--- src/rtl/hazard_pkg.sv ---
// rtl/hazard_pkg.sv - shared types and latency classes for the hazard unit
package hazard_pkg;

    // EX-stage operand source select
    typedef enum logic [1:0] {
        FWD_REG = 2'b00,
        FWD_W   = 2'b01,
        FWD_M   = 2'b10
    } fwd_sel_t;

    // Producer latency classes: cycles after leaving D until forwardable to EX
    localparam int LAT_ALU  = 0;
    localparam int LAT_LOAD = 1;
    localparam int LAT_MUL  = 4;
    localparam int LAT_DIV  = 8;

endpackage

--- src/rtl/scoreboard_array.sv ---
// rtl/scoreboard_array.sv - per-register latency scoreboard storage
//
// Ports:
//   clk, rst           clock, asynchronous active-low reset
//   freeze             hold every entry unchanged this edge
//   wr_en/addr/lat     merge a new producer latency into one entry
//   rd_addr_a/b        combinational read addresses
//   rd_lat_a/b         remaining latency of the addressed entries
module scoreboard_array #(
    parameter int REG_ADDR_WIDTH = 5,
    parameter int NUM_REGS       = 32,
    parameter int LAT_WIDTH      = 4
) (
    input  logic                      clk,
    input  logic                      rst,
    input  logic                      freeze,
    input  logic                      wr_en,
    input  logic [REG_ADDR_WIDTH-1:0] wr_addr,
    input  logic [LAT_WIDTH-1:0]      wr_lat,
    input  logic [REG_ADDR_WIDTH-1:0] rd_addr_a,
    input  logic [REG_ADDR_WIDTH-1:0] rd_addr_b,
    output logic [LAT_WIDTH-1:0]      rd_lat_a,
    output logic [LAT_WIDTH-1:0]      rd_lat_b
);

    logic [LAT_WIDTH-1:0] sb_q [NUM_REGS];
    logic [LAT_WIDTH-1:0] sb_d [NUM_REGS];

    always_comb begin
        sb_d = sb_q;
        if (!freeze) begin
            for (int i = 0; i < NUM_REGS; i++) begin
                if (sb_q[i] != '0) begin
                    sb_d[i] = sb_q[i] - LAT_WIDTH'(1);
                end
            end
            // Max-merge: a younger short producer never shortens an older long one
            if (wr_en && (wr_lat > sb_d[wr_addr])) begin
                sb_d[wr_addr] = wr_lat;
            end
        end
        sb_d[0] = '0;
    end

    always_ff @(posedge clk or negedge rst) begin
        if (!rst) begin
            for (int i = 0; i < NUM_REGS; i++) begin
                sb_q[i] <= '0;
            end
        end else begin
            sb_q <= sb_d;
        end
    end

    assign rd_lat_a = sb_q[rd_addr_a];
    assign rd_lat_b = sb_q[rd_addr_b];

endmodule

--- src/rtl/scoreboard_hazard_unit.sv ---
// rtl/scoreboard_hazard_unit.sv - latency-scoreboard hazard, forwarding and stall-count unit
//
// Ports:
//   clk, rst                      clock, asynchronous active-low reset
//   validD, rs1D, rs2D, useRs*D   decode-stage instruction sources
//   rdD, regWriteD, latD          decode-stage destination and producer latency
//   Rs1E, Rs2E, RdM, RdW, RegWrite* EX sources and MEM/WB destinations
//   redirectE, exBusy             taken branch in EX, busy multi-cycle unit
//   stallF/D/E, flushD/E          pipeline register control
//   ForwardAE/BE                  EX operand source select
//   stallCount                    saturating count of stallD cycles
module scoreboard_hazard_unit
    import hazard_pkg::*;
#(
    parameter int REG_ADDR_WIDTH = 5,
    parameter int NUM_REGS       = 32,
    parameter int MAX_LAT        = 8,
    parameter int LAT_WIDTH      = $clog2(MAX_LAT + 1),
    parameter int PERF_WIDTH     = 32
) (
    input  logic                      clk,
    input  logic                      rst,
    input  logic                      validD,
    input  logic [REG_ADDR_WIDTH-1:0] rs1D,
    input  logic [REG_ADDR_WIDTH-1:0] rs2D,
    input  logic                      useRs1D,
    input  logic                      useRs2D,
    input  logic [REG_ADDR_WIDTH-1:0] rdD,
    input  logic                      regWriteD,
    input  logic [LAT_WIDTH-1:0]      latD,
    input  logic [REG_ADDR_WIDTH-1:0] Rs1E,
    input  logic [REG_ADDR_WIDTH-1:0] Rs2E,
    input  logic [REG_ADDR_WIDTH-1:0] RdM,
    input  logic [REG_ADDR_WIDTH-1:0] RdW,
    input  logic                      RegWriteM,
    input  logic                      RegWriteW,
    input  logic                      redirectE,
    input  logic                      exBusy,
    output logic                      stallF,
    output logic                      stallD,
    output logic                      stallE,
    output logic                      flushD,
    output logic                      flushE,
    output logic [1:0]                ForwardAE,
    output logic [1:0]                ForwardBE,
    output logic [PERF_WIDTH-1:0]     stallCount
);

    localparam logic [LAT_WIDTH-1:0] MAX_LAT_L = LAT_WIDTH'(MAX_LAT);

    logic [LAT_WIDTH-1:0]  lat_rs1;
    logic [LAT_WIDTH-1:0]  lat_rs2;
    logic [LAT_WIDTH-1:0]  lat_wr;
    logic                  haz_d;
    logic                  issue;
    logic                  freeze;
    fwd_sel_t              fwd_a;
    fwd_sel_t              fwd_b;
    logic [PERF_WIDTH-1:0] stall_count_q;
    logic [PERF_WIDTH-1:0] stall_count_d;

    function automatic fwd_sel_t fwd_select(input logic [REG_ADDR_WIDTH-1:0] rs);
        if (RegWriteM && (RdM != '0) && (RdM == rs)) begin
            return FWD_M;
        end else if (RegWriteW && (RdW != '0) && (RdW == rs)) begin
            return FWD_W;
        end
        return FWD_REG;
    endfunction

    scoreboard_array #(
        .REG_ADDR_WIDTH (REG_ADDR_WIDTH),
        .NUM_REGS       (NUM_REGS),
        .LAT_WIDTH      (LAT_WIDTH)
    ) u_sb (
        .clk       (clk),
        .rst       (rst),
        .freeze    (freeze),
        .wr_en     (issue),
        .wr_addr   (rdD),
        .wr_lat    (lat_wr),
        .rd_addr_a (rs1D),
        .rd_addr_b (rs2D),
        .rd_lat_a  (lat_rs1),
        .rd_lat_b  (lat_rs2)
    );

    always_comb begin
        lat_wr = (latD > MAX_LAT_L) ? MAX_LAT_L : latD;
        haz_d  = validD && ((useRs1D && (rs1D != '0) && (lat_rs1 != '0)) ||
                            (useRs2D && (rs2D != '0) && (lat_rs2 != '0)));
        // A redirect kills the D instruction, so a busy unit only freezes without one
        freeze = exBusy && !redirectE;
        issue  = validD && !stallD && !redirectE && regWriteD && (rdD != '0);
    end

    // Priority: redirect > busy execute unit > RAW hazard; all quiet in reset
    always_comb begin
        stallF = 1'b0;
        stallD = 1'b0;
        stallE = 1'b0;
        flushD = 1'b0;
        flushE = 1'b0;
        if (rst) begin
            if (redirectE) begin
                flushD = 1'b1;
                flushE = 1'b1;
            end else if (exBusy) begin
                stallF = 1'b1;
                stallD = 1'b1;
                stallE = 1'b1;
            end else if (haz_d) begin
                stallF = 1'b1;
                stallD = 1'b1;
                flushE = 1'b1;
            end
        end
    end

    always_comb begin
        fwd_a     = fwd_select(Rs1E);
        fwd_b     = fwd_select(Rs2E);
        ForwardAE = rst ? fwd_a : FWD_REG;
        ForwardBE = rst ? fwd_b : FWD_REG;
    end

    always_comb begin
        stall_count_d = stall_count_q;
        if (stallD && (stall_count_q != '1)) begin
            stall_count_d = stall_count_q + PERF_WIDTH'(1);
        end
    end

    always_ff @(posedge clk or negedge rst) begin
        if (!rst) begin
            stall_count_q <= '0;
        end else begin
            stall_count_q <= stall_count_d;
        end
    end

    assign stallCount = stall_count_q;

endmodule
--- config.mk ---
export PLATFORM = sky130hd
export DESIGN_NAME = scoreboard_hazard_unit
export DESIGN_NICKNAME = d
export VERILOG_FILES = /design/src/rtl/hazard_pkg.sv /design/src/rtl/scoreboard_array.sv /design/src/rtl/scoreboard_hazard_unit.sv
export SDC_FILE = /design/constraint.sdc
export NUM_CORES = 1
export LEC_CHECK = 0
export BUFFER_PORTS_ARGS = -buffer_cell sky130_fd_sc_hd__buf_4
export CORE_ASPECT_RATIO = 1.5
export CORE_MARGIN = 1
export CORE_UTILIZATION = 45
export CTS_CLUSTER_SIZE = 14
export DETAILED_ROUTE_END_ITERATION = 8
export GPL_ROUTABILITY_DRIVEN = 0
export PLACE_DENSITY = 0.64
export REMOVE_ABC_BUFFERS = 1
export SLEW_MARGIN = 20
export SYNTH_ARGS = -nofsm -noshare
export SYNTH_HDL_FRONTEND = slang
export SYNTH_SLANG_ARGS = --single-unit
--- constraint.sdc ---
create_clock -name clk -period 4.5 [get_ports clk]
set_clock_uncertainty 0.05 [all_clocks]
set_input_delay 0.45 -clock clk [delete_from_list [all_inputs] [get_ports clk]]
set_output_delay 0.45 -clock clk [all_outputs]
set_load 0.02 [all_outputs]
==> qor.csv <==
metric;value;unit
die area;0.0294;mm2
CTS Root Cell;clkbuf_16;
commonest cells after routing, fill and taps aside;buf_4, dfrtp_1, nand2_1, nor2_1, inv_1;
first-pass GRT wire length;78500;um
Avg Cell Area, Syn;8.35;um2
nets@finish;2058;
Worst EP arrival;5.01;ns
Yosys warning count;0;
Routed WL per cell;22.2;um
CP Class;register to register;
DP Wirelength;35800;um
# diodes;0;
Core Box Area;0.0281;mm2
min Tclk post-route;4.70;ns
DR pass1 iterations;6;
gr ovfl total;0;
max incr delay on CP;0.48;ns
Die W;140;um
cells on worst reg2reg path;22;
cell family with most CP delay;compound AO/OA/AOI/OAI gates;
HP Class;input port to async pin;
CP Buf/Inv Count;5;
# setup viols final;108;
area of placed instances;0.0166;mm2
Crit path top cell by count;o21a_1;
ys flop type;dfrtp_1;
number of enable flip-flop cells after synthesis;0;
DRC;0;
post-synth top area share;0.302;
Max-cap violations;0;
via count;15300;
Final Hold Viols;0;
sequential share of the synthesized area;0.302;
H-tree levels;4;
Area contributors post-synth;dfrtp_1, o221a_2, xnor2_1;
starting density of the core;0.460;
Peak Freq;213;MHz
clk_lat worst skew;0.47;ns
worst-margin pin slew;1.21;ns
r2r endpoint;u_sb.sb_q[25]$_DFFE_PN0N_;
unrepaired setup endpoints after global routing;true;
Synth area leader;dfrtp_1;
PortBufs;89;
Synth cell types;72;
post-route ant nets;0;
CTS tree;done;
number of global-route vias before repair;14600;
I/O Pins;90;
WP data required;4.81;ns
clock-pin slew of the registers on the worst-case setup and hold paths;0.07;ns
reg2reg setup slack;-0.20;ns
CP startpoint;u_sb.sb_q[69]$_DFFE_PN0N_;
ys async rst share;1.00;
met2 usage in global routing;0.567;
Post-Syn Area;0.0129;mm2
Crit-path slowest cell;mux4_2;
Pwr Density;575;mW/mm2
global routing usage on met3;0.0666;
Layout area overhead;43.4;%
Initial DRC Count;1479;
critical path peak fanout;6;
max-slew violation count;0;
CP Capture Type;register;
VDD IR-drop max;0.294;mV
final worst path period share;1.04;
Final Non-Filler Cells;2331;
Slew headroom;0.191;
status;finished with violations;
initial antenna violation count;0;
Finished Cell Area;0.0185;mm2
violated checks;setup timing;
Die Y;209;um
placed cells;2274;
Detailed Route WL;51900;um
Setup TNS;-8.58;ns
Mapped Cells;1546;
Leakage;7.97;nW
gr busiest metal;met2;
most common cell after layout, fill and taps aside;buf_4;
Cell Chain, Critical Path;inv_1, ha_2, or3b_4, buf_6, a211oi_2, a21oi_1, mux4_2, a22oi_2, o211ai_1, ha_1, nor2b_1, o21a_1, o21a_1, o21ai_2, nand2b_4, o41a_1, buf_6, buf_12, nor3_4, buf_4, o21a_1, o221a_2;
CP startpoint kind;register;
CTS Buf Count;17;
number of core rows;75;
share of cells above drive strength 1;0.362;
Yosys reg bits;156;
Max clock buf depth;2;
Sink Count;156;
Placement Setup Slack;-0.466;ns
total track usage;0.346;
routing usage on met1;0.401;
R2R Path Start;u_sb.sb_q[69]$_DFFE_PN0N_;
largest net degree at the start of global routing;82;
Via density;6.55;
setup ws final;-0.202;ns
[power by group]
group / internal [mW] / leakage [nW] / total [mW] / switching, mW
registers: 2.00 / 1.88 / 2.44 / 0.446
clock network: 0.829 / 0.274 / 1.49 / 0.665
logic: 3.38 / 5.82 / 6.71 / 3.33
total: 6.20 / 7.97 / 10.6 / 4.44
[cell usage after synthesis, types with 11 or more instances]
cell type / n
dfrtp_1: 156
nand2_1: 125
nor2_1: 93
inv_1: 87
a21oi_1: 81
clkbuf_1: 70
xnor2_1: 66
nand4_1: 65
nor3_1: 62
nand3_1: 56
o21ai_0: 54
o221a_2: 53
nand2b_1: 43
a31oi_1: 39
or3_1: 39
ha_1: 36
a221o_1: 28
o211ai_1: 28
nor2b_1: 27
a211oi_1: 23
nor4_1: 23
o22ai_1: 22
mux2i_1: 20
nand3b_1: 19
xor2_1: 16
nand3_2: 15
o31ai_1: 15
and3_1: 13
mux4_2: 13
or4_1: 13
buf_1: 11
nor3_2: 11
[per-layer routing]
| layer | share of wire | wire (um) | vias to the layer above |
|---|---|---|---|
| li1 | - | - | 6792 |
| met1 | 0.37 | 19300 | 7319 |
| met2 | 0.46 | 24100 | 857 |
| met3 | 0.082 | 4270 | 294 |
| met4 | 0.082 | 4240 | 0 |
| met5 | 0 | 0 | - |
[area by class of cell]
type	instances	area [um2]
Timing Repair Buffer	495	4060
Tap cell	346	433
Sequential cell	156	3900
Multi-Input combinational cell	1216	9200
Fill cell	2271	9550
Clock inverter	13	144
Inverter	87	327
Clock buffer	18	439
[kinds of logic (layout without fill, tap and decap cells)]
family	after synthesis	count (layout)	synth area share
compound gates	422	422	0.243
buf+inv	180	613	0.0549
simple gates	635	641	0.269
xor+xnor	82	82	0.0556
fa+ha+maj	36	36	0.0349
mux	35	35	0.0399
flops	156	156	0.302
[registers in the layout (all words and copies together) (netlist names)]
| register | cells |
|---|---|
| u_sb.sb_q | 124 |
| stallCount | 32 |
[per-stage QoR]
step | utilization | hold WS [ns] | power (mW)
floorplan | - | 0.104 | 5.85
global placement | 0.593 | 0.280 | 8.43
detailed placement | 0.593 | 0.281 | 8.59
CTS | 0.634 | 0.359 | 10.3
global route | 0.660 | 0.387 | 11.3
finish | 0.660 | 0.367 | 10.6
[worst max-delay path by stage]
stage | end | slack [ns] | cells after the start
floorplan | stallCount[29]$_DFFE_PN0P_ | -1.65 | 5
global placement | u_sb.sb_q[47]$_DFFE_PN0N_ | -0.32 | 21
detailed placement | u_sb.sb_q[47]$_DFFE_PN0N_ | -0.47 | 21
CTS | u_sb.sb_q[97]$_DFFE_PN0N_ | -0.1 | 23
global route | u_sb.sb_q[54]$_DFFE_PN0N_ | -0.28 | 20
finish | u_sb.sb_q[25]$_DFFE_PN0N_ | -0.20 | 22
[worst reg2reg max path: stages (launching register included)]
cell and delay, ns:
dfrtp_1 0.39, inv_1 0.07, ha_2 0.18, or3b_4 0.40, buf_6 0.13, a211oi_2 0.20, a21oi_1 0.06, mux4_2 0.48
a22oi_2 0.22, o211ai_1 0.11, ha_1 0.30, nor2b_1 0.14, o21a_1 0.17, o21a_1 0.17, o21ai_2 0.17, nand2b_4 0.16
o41a_1 0.19, buf_6 0.18, buf_12 0.15, nor3_4 0.06, buf_4 0.15, o21a_1 0.21, o221a_2 0.25
[what timing repair did]
action                                  CTS  global route
setup buffers                             9             5
pin swaps                                37            77
cloned                                    3            11
hold endpoints to repair                 22             0
hold buffers                              1             0
endpoints found under the setup margin  124           124
resized for setup                        90            99
No activity file was read; power rests on OpenSTA's default activity.
